===== src/rtl/scene_ctrl.sv =====
// -----------------------------------------------------------------------------
// scene_ctrl
// Top-level screen sequencer for the music game. Walks the game through the
// TITLE -> SELECT -> PLAY -> RESULT screens, inserting a timed blanking (fade)
// interval between every pair of screens, and issues one-cycle strobes to the
// music player and score logic.
//
// Ports:
//   clk        system clock, all logic on posedge
//   rst        asynchronous active-high reset
//   change     advance / confirm / abort command (one-cycle pulse)
//   btn_up     menu cursor up (one-cycle pulse)
//   btn_down   menu cursor down (one-cycle pulse)
//   song_done  end-of-song pulse from the music player
//   scene      current screen: 0 TITLE, 1 SELECT, 2 PLAY, 3 RESULT
//   song_sel   selected song index, 0..NSONGS-1
//   blank      high while a fade interval is in progress
//   play_start one-cycle strobe: begin playback of song_sel
//   play_stop  one-cycle strobe: abort playback
//   score_clr  one-cycle strobe: clear score counters
// -----------------------------------------------------------------------------
module scene_ctrl #(
  parameter int NSONGS       = 4,
  parameter int SEL_W        = 2,
  parameter int FADE_CYCLES  = 16,
  parameter int RESULT_TICKS = 50000000
) (
  input  logic             clk,
  input  logic             rst,
  input  logic             change,
  input  logic             btn_up,
  input  logic             btn_down,
  input  logic             song_done,
  output logic [1:0]       scene,
  output logic [SEL_W-1:0] song_sel,
  output logic             blank,
  output logic             play_start,
  output logic             play_stop,
  output logic             score_clr
);

  // The fade counter only ever holds FADE_CYCLES-1 down to 0 and the result
  // counter 0 up to RESULT_TICKS-1, so log2 of the parameter is enough bits.
  localparam int FW = (FADE_CYCLES  > 1) ? $clog2(FADE_CYCLES)  : 1;
  localparam int RW = (RESULT_TICKS > 1) ? $clog2(RESULT_TICKS) : 1;

  localparam logic [FW-1:0]    FADE_LAST = FW'(FADE_CYCLES - 1);
  localparam logic [RW-1:0]    RES_LAST  = RW'(RESULT_TICKS - 1);
  localparam logic [SEL_W-1:0] SEL_MAX   = SEL_W'(NSONGS - 1);

  localparam logic [1:0] SC_TITLE  = 2'd0;
  localparam logic [1:0] SC_SELECT = 2'd1;
  localparam logic [1:0] SC_PLAY   = 2'd2;
  localparam logic [1:0] SC_RESULT = 2'd3;

  // Stable states share their encoding with the scene code they display, so
  // leaving FADE is just a zero-extension of the registered target.
  typedef enum logic [2:0] {
    ST_TITLE  = 3'd0,
    ST_SELECT = 3'd1,
    ST_PLAY   = 3'd2,
    ST_RESULT = 3'd3,
    ST_FADE   = 3'd4
  } state_t;

  state_t           state, state_n;
  logic [1:0]       target, target_n;
  logic [FW-1:0]    fade_cnt, fade_cnt_n;
  logic [RW-1:0]    res_cnt, res_cnt_n;
  logic [1:0]       scene_n;
  logic [SEL_W-1:0] sel_n;
  logic             blank_n, start_n, stop_n, clr_n;
  logic             req;
  logic [1:0]       req_target;

  // State and every output live in this one register bank, so all outputs
  // come straight from flops.
  always_ff @(posedge clk or posedge rst) begin
    if (rst) begin
      state      <= ST_TITLE;
      target     <= SC_TITLE;
      fade_cnt   <= '0;
      res_cnt    <= '0;
      scene      <= SC_TITLE;
      song_sel   <= '0;
      blank      <= 1'b0;
      play_start <= 1'b0;
      play_stop  <= 1'b0;
      score_clr  <= 1'b0;
    end else begin
      state      <= state_n;
      target     <= target_n;
      fade_cnt   <= fade_cnt_n;
      res_cnt    <= res_cnt_n;
      scene      <= scene_n;
      song_sel   <= sel_n;
      blank      <= blank_n;
      play_start <= start_n;
      play_stop  <= stop_n;
      score_clr  <= clr_n;
    end
  end

  // Stable states only raise a fade request; the shared block at the bottom
  // turns any request into the FADE entry. FADE ignores every input and just
  // counts down, then lands on the target scene.
  always_comb begin
    state_n    = state;
    target_n   = target;
    fade_cnt_n = fade_cnt;
    res_cnt_n  = res_cnt;
    scene_n    = scene;
    sel_n      = song_sel;
    blank_n    = blank;
    start_n    = 1'b0;
    stop_n     = 1'b0;
    clr_n      = 1'b0;
    req        = 1'b0;
    req_target = target;

    case (state)
      ST_TITLE: begin
        if (change) begin
          req        = 1'b1;
          req_target = SC_SELECT;
        end
      end
      ST_SELECT: begin
        if (change) begin
          req        = 1'b1;
          req_target = SC_PLAY;
        end else if (btn_up && !btn_down) begin
          sel_n = (song_sel == SEL_MAX) ? '0 : song_sel + 1'b1;
        end else if (btn_down && !btn_up) begin
          sel_n = (song_sel == '0) ? SEL_MAX : song_sel - 1'b1;
        end
      end
      ST_PLAY: begin
        // A finished song outranks a simultaneous abort, and then no stop
        // strobe is needed because the player has already ended.
        if (song_done) begin
          req        = 1'b1;
          req_target = SC_RESULT;
        end else if (change) begin
          req        = 1'b1;
          req_target = SC_SELECT;
          stop_n     = 1'b1;
        end
      end
      ST_RESULT: begin
        if (change || res_cnt == RES_LAST) begin
          req        = 1'b1;
          req_target = SC_SELECT;
          res_cnt_n  = '0;
        end else begin
          res_cnt_n = res_cnt + 1'b1;
        end
      end
      ST_FADE: begin
        if (fade_cnt == '0) begin
          state_n = state_t'({1'b0, target});
          scene_n = target;
          blank_n = 1'b0;
          if (target == SC_PLAY) begin
            start_n = 1'b1;
            clr_n   = 1'b1;
          end
        end else begin
          fade_cnt_n = fade_cnt - 1'b1;
        end
      end
      default: begin
        state_n = ST_TITLE;
      end
    endcase

    if (req) begin
      state_n    = ST_FADE;
      target_n   = req_target;
      blank_n    = 1'b1;
      fade_cnt_n = FADE_LAST;
    end
  end

endmodule


===== config.mk =====
export PLATFORM = sky130hd
export DESIGN_NAME = scene_ctrl
export DESIGN_NICKNAME = d
export VERILOG_FILES = /design/src/rtl/scene_ctrl.sv
export SDC_FILE = /design/constraint.sdc
export NUM_CORES = 1
export LEC_CHECK = 0
export ABC_AREA = 0
export BUFFER_PORTS_ARGS = -buffer_cell sky130_fd_sc_hd__buf_2
export CORE_ASPECT_RATIO = 1.4
export CORE_MARGIN = 5
export CORE_UTILIZATION = 35
export CTS_CLUSTER_SIZE = 20
export DETAILED_ROUTE_END_ITERATION = 8
export MAX_ROUTING_LAYER = met4
export REMOVE_ABC_BUFFERS = 1
export SETUP_SLACK_MARGIN = 0.1
export SLEW_MARGIN = 20
export SYNTH_ARGS = -nofsm -noshare
export SYNTH_HDL_FRONTEND = slang
export SYNTH_SLANG_ARGS = --single-unit

===== constraint.sdc =====
create_clock -name clk -period 4.6 [get_ports clk]
set_clock_uncertainty 0.15 [all_clocks]
set_input_delay 0.69 -clock clk [delete_from_list [all_inputs] [get_ports clk]]
set_output_delay 0.69 -clock clk [all_outputs]
set_load 0.02 [all_outputs]

# Word-level counts from Yosys, hierarchy flattened
# Index checks and enable logic that the tools add are counted.
[op_classes] eq_ne=12 bitwise=1 n_mux=28 n_reduce_logical=20 add_sub_neg=4
[op_table] op="adder 26 x 1 -> 26 bit (second input constant)" n=1
[op_table] op="== test 26 bit (second input constant)" n=1
[op_table] op="2-to-1 mux 26 bit" n=1
[op_table] op="2-to-1 mux 2 bit" n=8
[op_table] op="2-to-1 mux 4 bit" n=3
[op_table] op="2-to-1 mux 1 bit" n=11
[op_table] op="one-hot mux 2 bit (4 select lines)" n=1
[op_table] op="AND reduction 2 bit" n=4
[op_table] op="== test 3 x 2 -> 1 bit (second input constant)" n=2
[op_table] op="2-to-1 mux 3 bit" n=2
[op_table] op="!= test 2 bit (second input constant)" n=3
[op_table] op="one-hot mux 3 bit (2 select lines)" n=1
[op_table] op="nonzero test 2 bit" n=3
[op_table] op="== test 2 bit (second input constant)" n=2
[op_table] op="zero test 4 bit" n=1
[op_table] op="AND reduction 4 bit" n=1
[op_table] op="nonzero test 4 bit" n=1
[op_table] op="OR reduction 4 bit" n=1
[op_table] op="subtractor 4 x 1 -> 4 bit (second input constant)" n=1
[op_table] op="== test 3 x 1 -> 1 bit (second input constant)" n=1
[op_table] op="== test 3 bit (second input constant)" n=1
[op_table] op="zero test 3 bit" n=1
[op_table] op="!= test 3 bit (second input constant)" n=1
[op_table] op="one-hot mux 1 bit (3 select lines)" n=1
[op_table] op="other kinds (10)" n=12
[word_totals] out_inout_bits=8 inputBits=6 regBits=42 word_cells=74

# Depth between registers and ports, before layout
# Gate-level depths: netlist of run 1.
[depth] depth_word=6 depth_mapped=7 ltp_nobuf=7

# Least setup slack after synthesis of run 1
# OpenSTA, ideal clock, no wires.
[synth_path] path_type="register to register" start="register res_cnt[24]" end="register target[0]" synth_period_minus_slack_ps=1921 path_slack_ps=2679 path_stages_with_launch=6 setup_ps=126 t_arrival_ps=1645 path_buffers=0 t_required_ps=4324 path_cell_list="dfrtp_1 > or4b_1 > nor3_2 > and3_2 > a21oi_2 > a221o_1"
[synth_via] elab_chain_len=5 word_cells_on_any_way=6 classes_between="eq/ne (2); mux (2); reduce/logical (2)"
[synth_lines] element="from (decl)" line_no="69" text="logic [RW-1:0] res_cnt, res_cnt_n;"
[synth_lines] element="from (signal assigned)" line_no="94" text="res_cnt <= res_cnt_n;"
[synth_lines] element="== test 26 bit (*)" line_no="151" text="if (change || res_cnt == RES_LAST) begin"
[synth_lines] element="logical OR 1 bit (*)" line_no="151"
[synth_lines] element="2-to-1 mux 1 bit" line_no="151"
[synth_lines] element="one-hot mux 1 bit (3 select lines)" line_no="121" text="case (state)"
[synth_lines] element="AND reduction 4 bit (no line) (*)"
[synth_lines] element="to (signal assigned)" line_no="92" text="target <= target_n;"
[synth_lines] element="to (decl)" line_no="67" text="logic [1:0] target, target_n;"
# Mark *: on every way between the ends. The rest lies on a longest branch, timed or not.
# A chain may end at the register's enable or synchronous reset.

# Worst setup path after layout of run 1
[layout_path] start="register res_cnt[8]" end="register res_cnt[3]"
[layout_via] elab_chain_len=3
[layout_lines] element="== test 26 bit" line_no="151"
[layout_lines] element="logical OR 1 bit" line_no="151"
[layout_lines] element="2-to-1 mux 26 bit" line_no="151"
# No other way between the ends.

==> results of run 1 <==
[registers in the layout, summed over array words and instances (netlist names)]
register,count
res_cnt,26
fade_cnt,4
state,3
scene,2
song_sel,2
target,2
blank,1
play_stop,1
score_clr,1
[layout make-up]
class | instances | area share, %
multi-input combinational | 177 | 44.02
sequential | 42 | 42.75
tap | 72 | 3.664
clock buffer | 6 | 2.952
timing repair buffer | 14 | 2.952
inverter | 14 | 2.137
clock inverter | 2 | 1.527
[cell families (layout without fill, tap and decap cells)]
logic type      after synthesis  count (layout)  synth area share [%]
simple gates                119             119                 27.79
mux                           1               1                0.4510
flops                        42              42                 47.35
compound gates               29              29                 8.626
xor+xnor                     23              23                 9.075
buf+inv                      20              36                 3.889
fa+ha+maj                     5               5                 2.818
[worst min path at each step]
stage / start / to / slack (ns) / depth (start not counted)
after floorplan: target[0]$_DFFE_PP0P_ / score_clr$_DFF_PP0_ / 0.30 / 1
after global placement: scene[0]$_DFFE_PP0P_ / scene[0]$_DFFE_PP0P_ / 0.31 / 2
after detailed placement: scene[1]$_DFFE_PP0P_ / scene[1]$_DFFE_PP0P_ / 0.31 / 2
after CTS: scene[1]$_DFFE_PP0P_ / scene[1]$_DFFE_PP0P_ / 0.34 / 2
after global routing: scene[1]$_DFFE_PP0P_ / scene[1]$_DFFE_PP0P_ / 0.37 / 2
final: scene[1]$_DFFE_PP0P_ / scene[1]$_DFFE_PP0P_ / 0.33 / 2
[synth_stat cells, types with 3 or more instances]
library cell,instances
xnor2_1,7
inv_1,14
nor3_1,5
nor2_1,32
a21oi_1,6
xor2_1,16
nand2_1,31
clkbuf_1,4
and4_1,4
and3_1,4
nor3b_1,3
ha_1,5
o21ai_0,10
nand3_1,15
dfrtp_1,42
nand4_1,8
[tightest hold or removal path: stages, from the launching register on]
cell	delay [ns]
dfrtp_1	0.35
nand2_1	0.05
nand2_1	0.05
[metrics by stage]
step	instances	setup WS, ns	total power, mW
after global routing	327	2.258	1.027
final	327	2.443	0.9542
after CTS	327	2.385	0.9685
after global placement	319	2.477	0.6679
after detailed placement	319	2.407	0.6739
after floorplan	233	2.679	0.6178
[report_power, final]
part	switching (mW)	internal [mW]	total [mW]	leakage [nW]
logic	0.107	0.0829	0.190	0.511
registers	0.0521	0.423	0.476	0.488
clock network	0.127	0.162	0.289	0.0514
[layer usage]
layer  GRT usage [%]  vias to the layer above
met1           15.45                      831
li1                -                      855
met3           2.166                        6
met4           3.931                        0
met5               -                        -
met2           21.51                       27
==> results.py, run 1 <==
metrics = {
    "drt": {
        "routed-via-count": 1719,
        "routedWlPerCell_um": 14.09,
        "routed_wl_mm": 4.609,
        "drt_first_pass_iters": 4,
        "drt_iter0_drc": 93,
        "top_layer": "met4",
        "viasPerCell": 5.257,
        "drt.antenna.violating_nets": 0,
        "wl_met1_mm": 2.041,
        "met2_length_mm": 2.380,
        "drc": 0,
        "dr_wl_met3_um": 136,
    },
    "clock_tree": {
        "numCtsBuffers": 5,
        "ctsResizeCount": 0,
        "clk_pin_slew_ns": 0.08,
        "postCtsSetupRepairBufs": 0,
        "htree_num_levels": 2,
        "cts-root-buf": "clkbuf_8",
        "clkLatencyLatePin_ns": 0.29,
        "cts.sinks": 42,
        "cts_tree": "done",
        "clockBufferDepth": 2,
        "postCtsHoldBufs": 0,
    },
    "power": {
        "powerDensity_nw_per_um2": 388.1,
        "power.leakage_nw": 1.050,
        "ir_drop_v": 0.0002288,
    },
    "setup_path": {
        "cp_top_family": "simple AND/OR/NAND/NOR gates",
        "reg2reg_depth": 5,
        "path_max_fanout": 19,
        "critPathArrivalTime_ns": 2.17,
        "crit_type": "register to register",
        "max_stage_delay_ns": 0.50,
        "critical_path_buf_inv_count": 0,
        "startpoint_type": "register",
        "r2r_end": "res_cnt[3]$_DFFE_PP0P_",
        "timing.rr.start": "res_cnt[8]$_DFFE_PP0P_",
        "startpoint": "res_cnt[8]$_DFFE_PP0P_",
        "cp.depth": 5,
        "cp.required_ns": 4.61,
        "slowest_stage": "or4b_1",
        "crit_end": "res_cnt[3]$_DFFE_PP0P_",
        "critical_path.cell_chain": "or4b_1 > nor3_2 > a31oi_1 > nor2_4 > nor2_1",
        "r2r_slack_ns": 2.44,
        "crit_path_end_kind": "register",
    },
    "layout": {
        "area_delta_synth_final_pct": 10.77,
        "nets": 265,
        "layout.cells.most_common_list": "dfrtp_1 (42), nor2_1 (32), nand2_1 (31), xor2_1 (16), nand3_1 (15)",
        "fill_cells": 643,
        "fin_util_pct": 39.59,
        "seqCellArea_um2": 1051,
        "final_area_um2": 2459,
        "drive_above_1_share_pct": 11.76,
        "antenna_cells": 0,
        "multiInputGateArea_um2": 1082,
        "layout_commonest_cell": "dfrtp_1",
    },
    "place": {
        "io_buffers": 13,
        "dp_hpwl_mm": 3.370,
        "postPlaceCellArea_um2": 2349,
        "place.gp.congestion": 0.8324,
    },
    "sta": {
        "setup_viol": 0,
        "period_share_pct": 46.88,
        "max_freq_mhz": 463.7,
        "rsz0062_at_grt": "no",
        "hold_viol": 0,
        "slew_violations": 0,
        "whs_ns": 0.3345,
        "fin_crit_ns": 2.157,
        "relSlewSlack_pct": 64.34,
        "worstMarginPinSlew_ns": 0.5350,
        "finalSetupTns_ns": 0,
    },
    "synthesis": {
        "syn_avg_cell_area_um2": 9.287,
        "synthFlopType": "dfrtp_1",
        "synth_enable_flop_cells": 0,
        "synth_top_area_share_pct": 47.35,
        "seq_area_frac_synth_pct": 47.35,
        "ys_types": 46,
        "netlist_instances": 239,
        "synth_top_cell_by_area": "dfrtp_1",
        "netlist_area_um2": 2220,
        "synth.area.top_cells": "dfrtp_1 (47%), xor2_1 (6.3%), nor2_1 (5.4%)",
        "ys.warnings.count": 0,
        "ys_seq_elements": 42,
        "async_reset_ff_share_pct": 100.0,
    },
    "grt": {
        "antenna_found_initial": 0,
        "grt-ovfl-total": 0,
        "grt_pass1_vias": 1814,
        "grt_first_pass_wirelength_mm": 8.452,
        "grt_max_degree": 43,
        "gr-usage-all-layers_pct": 12.76,
    },
    "floorplan": {
        "die_w_um": 77.31,
        "chipHeight_um": 104.2,
        "rows": 34,
        "fp.coreArea_um2": 6211,
        "die_area_um2": 8057,
        "start_util_pct": 35.74,
        "io_pins": 14,
    },
    "flow_run": {
        "maxCapViolCount": 0,
    },
    "min_path": {
        "hold_path.class": "register to register",
    },
    "status": {
        "status": "completed",
    },
}
No activity file was read; power rests on OpenSTA's default activity.
==> inputs of run 2 (changes only) <==
--- a/config.mk
+++ b/config.mk
@@ -5,7 +5,7 @@
 export SDC_FILE = /design/constraint.sdc
 export NUM_CORES = 1
 export LEC_CHECK = 0
-export ABC_AREA = 0
+export ABC_AREA = 1
 export BUFFER_PORTS_ARGS = -buffer_cell sky130_fd_sc_hd__buf_2
 export CORE_ASPECT_RATIO = 1.4
 export CORE_MARGIN = 5
==> constraint.sdc (replaced) <==
create_clock -name clk -period 2.15 [get_ports clk]
set_clock_uncertainty 0.15 [all_clocks]
set_input_delay 0.3225 -clock clk [delete_from_list [all_inputs] [get_ports clk]]
set_output_delay 0.3225 -clock clk [all_outputs]
set_load 0.02 [all_outputs]
==> run 2 against run 1 <==
Effect of this change: combinational power is 120% higher; total power rose by 110%; non-clock buffer count grew 6; critical endpoint is now res_cnt[2]$_DFFE_PP0P_; highest routed layer unchanged.
==> results.py, run 2 <==
metrics = {
    "sta": {
        "finalSetupTns_ns": 0,
        "hold_viol": 0,
        "slew_violations": 0,
        "max_freq_mhz": 533.4,
        "rsz0062_at_grt": "no",
        "period_share_pct": 87.19,
        "setup_viol": 0,
        "fin_crit_ns": 1.875,
        "worstMarginPinSlew_ns": 0.5728,
        "relSlewSlack_pct": 61.58,
    },
    "place": {
        "dp_hpwl_mm": 4.312,
        "io_buffers": 13,
        "place.gp.congestion": 0.8893,
        "place_inst": 442,
    },
    "floorplan": {
        "fp.coreArea_um2": 6656,
        "start_util_pct": 36.33,
        "chipHeight_um": 108.4,
        "io_pins": 14,
        "die_w_um": 80.26,
        "rows": 35,
        "die_area_um2": 8696,
    },
    "drt": {
        "routed-via-count": 2165,
        "routed_wl_mm": 5.457,
        "drt_first_pass_iters": 5,
        "drt.antenna.violating_nets": 0,
        "viasPerCell": 4.800,
        "drt_iter0_drc": 133,
        "routedWlPerCell_um": 12.10,
        "drc": 0,
    },
    "setup_path": {
        "timing.rr.start": "res_cnt[0]$_DFFE_PP0P_",
        "reg2reg_depth": 10,
        "critical_path.cell_chain": "ha_1 > nand2_1 > inv_1 > nand3_1 > nor2_1 > nand3_1 > nand2_1 > nand2_4 > inv_2 > nor3_1",
        "r2r_end": "res_cnt[2]$_DFFE_PP0P_",
        "path_max_fanout": 14,
        "cp.required_ns": 2.17,
        "max_stage_delay_ns": 0.39,
        "startpoint_type": "register",
        "crit_path_end_kind": "register",
        "critPathArrivalTime_ns": 1.90,
        "slowest_stage": "dfrtp_1",
        "r2r_slack_ns": 0.28,
        "crit_type": "register to register",
    },
    "synthesis": {
        "synth_top_area_share_pct": 43.46,
        "synth.area.top_cells": "dfrtp_1 (43%), nand2_1 (13%), nor2_1 (8.8%)",
        "ys_top_cells_by_count": "nand2_1 (84), nor2_1 (57), inv_1 (46)",
        "netlist_instances": 335,
        "async_reset_ff_share_pct": 100.0,
        "ys.warnings.count": 0,
        "syn_avg_cell_area_um2": 7.220,
        "ys_types": 29,
        "seq_area_frac_synth_pct": 43.46,
        "ys_seq_elements": 42,
        "synth_top_cell_by_area": "dfrtp_1",
        "synth.most_common_cell": "nand2_1",
        "synthFlopType": "dfrtp_1",
        "netlist_area_um2": 2419,
        "synth_enable_flop_cells": 0,
    },
    "clock_tree": {
        "cts.sinks": 42,
        "cts-root-buf": "clkbuf_8",
        "clkLatencyLatePin_ns": 0.29,
        "htree_num_levels": 2,
        "cts_tree": "done",
        "clockBufferDepth": 2,
        "postCtsSetupRepairBufs": 0,
        "clk_pin_slew_ns": 0.08,
        "numCtsBuffers": 5,
    },
    "status": {
        "status": "completed",
    },
    "min_path": {
        "hold_end": "play_stop$_DFF_PP0_",
        "hold_path.class": "input port to register",
        "min_from": "song_done",
        "holdPathStages": 2,
    },
    "grt": {
        "busiest_layer": "met2",
        "antenna_found_initial": 0,
        "grt_use_met2_pct": 24.94,
        "grt_first_pass_wirelength_mm": 9.390,
        "gr-usage-all-layers_pct": 14.09,
        "grt_pass1_vias": 2086,
        "grt_max_degree": 17,
        "gr-usage-met1_pct": 15.83,
        "grt-ovfl-total": 0,
        "grt.met3_usage_pct": 2.250,
    },
    "power": {
        "ir_drop_v": 0.0006270,
        "powerDensity_nw_per_um2": 723.4,
        "power.leakage_nw": 1.467,
    },
    "layout": {
        "layout.cells.non_filler": 451,
        "layout.cells.most_common_list": "nand2_1 (84), nor2_1 (57), inv_1 (45), dfrtp_1 (42), nand3_1 (25)",
        "nets": 369,
        "reg_top3": "res_cnt x26, fade_cnt x4, state x3",
        "layout_commonest_cell": "nand2_1",
        "largest_register_ffs": 26,
        "drive_above_1_share_pct": 11.98,
        "regMostFlops": "res_cnt",
        "area_delta_synth_final_pct": 13.30,
        "antenna_cells": 0,
    },
    "flow_run": {
        "maxCapViolCount": 0,
    },
}
## run 2: layer usage
metal	wire length (um)	vias up
met5	0	-
met4	87	0
met3	144	9
met2	2927	39
met1	2297	1018
li1	-	1099
## run 2: worst max-delay path by stage
stage                           start                       to
6_report       res_cnt[0]$_DFFE_PP0P_   res_cnt[2]$_DFFE_PP0P_
5_1_grt        res_cnt[0]$_DFFE_PP0P_   res_cnt[6]$_DFFE_PP0P_
4_1_cts        res_cnt[0]$_DFFE_PP0P_   res_cnt[6]$_DFFE_PP0P_
3_5_place_dp   res_cnt[0]$_DFFE_PP0P_   res_cnt[3]$_DFFE_PP0P_
3_3_place_gp   res_cnt[0]$_DFFE_PP0P_   res_cnt[6]$_DFFE_PP0P_
2_1_floorplan    state[2]$_DFFE_PP0P_  res_cnt[18]$_DFFE_PP0P_
## run 2: report_power, final
group / switching [mW] / leakage, nW / internal, mW
combinational: 0.274 / 0.941 / 0.144
clock: 0.281 / 0.0579 / 0.342
sequential: 0.0655 / 0.468 / 0.875
total: 0.621 / 1.47 / 1.36
## run 2: cell families after synthesis
family                     synth area share, %
AOI/OAI and AO/OA                        5.122
buffers and inverters                    8.743
and+or+nand+nor                          37.92
adders and majority gates                2.587
xor gates and xnor gates                 2.173
DFF                                      43.46
## run 2: cell type report
class / instances / area, um2
clock buffer: 5 / 68.82
clock inverter: 3 / 40.04
fill: 731 / 3916
inverter: 49 / 183.9
multi-input combinational: 240 / 1161
sequential: 42 / 1051
tap: 92 / 115.1
timing repair buffer: 20 / 120.1
## run 2: metrics by stage
step / hold WS, ns / util [%] / cell area (um2) / total power, mW / setup WS (ns)
2_1_floorplan: 0.2452 / - / 2391 / 1.263 / 0.2954
3_3_place_gp: 0.1868 / 39.30 / 2616 / 1.366 / 0.2559
3_5_place_dp: 0.1935 / 39.30 / 2616 / 1.375 / 0.1928
4_1_cts: 0.07056 / 41.09 / 2735 / 2.008 / 0.1875
5_1_grt: 0.08054 / 41.17 / 2740 / 2.109 / 0.09468
6_report: 0.08850 / 41.17 / 2740 / 1.982 / 0.2753
## run 2: worst max-delay path: cells and delay by family, from the launching register on
kind / cells / cell delay [ns]
AND/OR/NAND/NOR: 7 / 0.71
adder cells (fa/ha/maj): 1 / 0.17
buffers and inverters: 2 / 0.33
flip-flops: 1 / 0.39
## run 2: what timing repair did
action	in CTS	in global routing
resized for setup	0	1
hold endpoints to repair	14	0
endpoints found under the setup margin	0	13
hold buffers	1	0
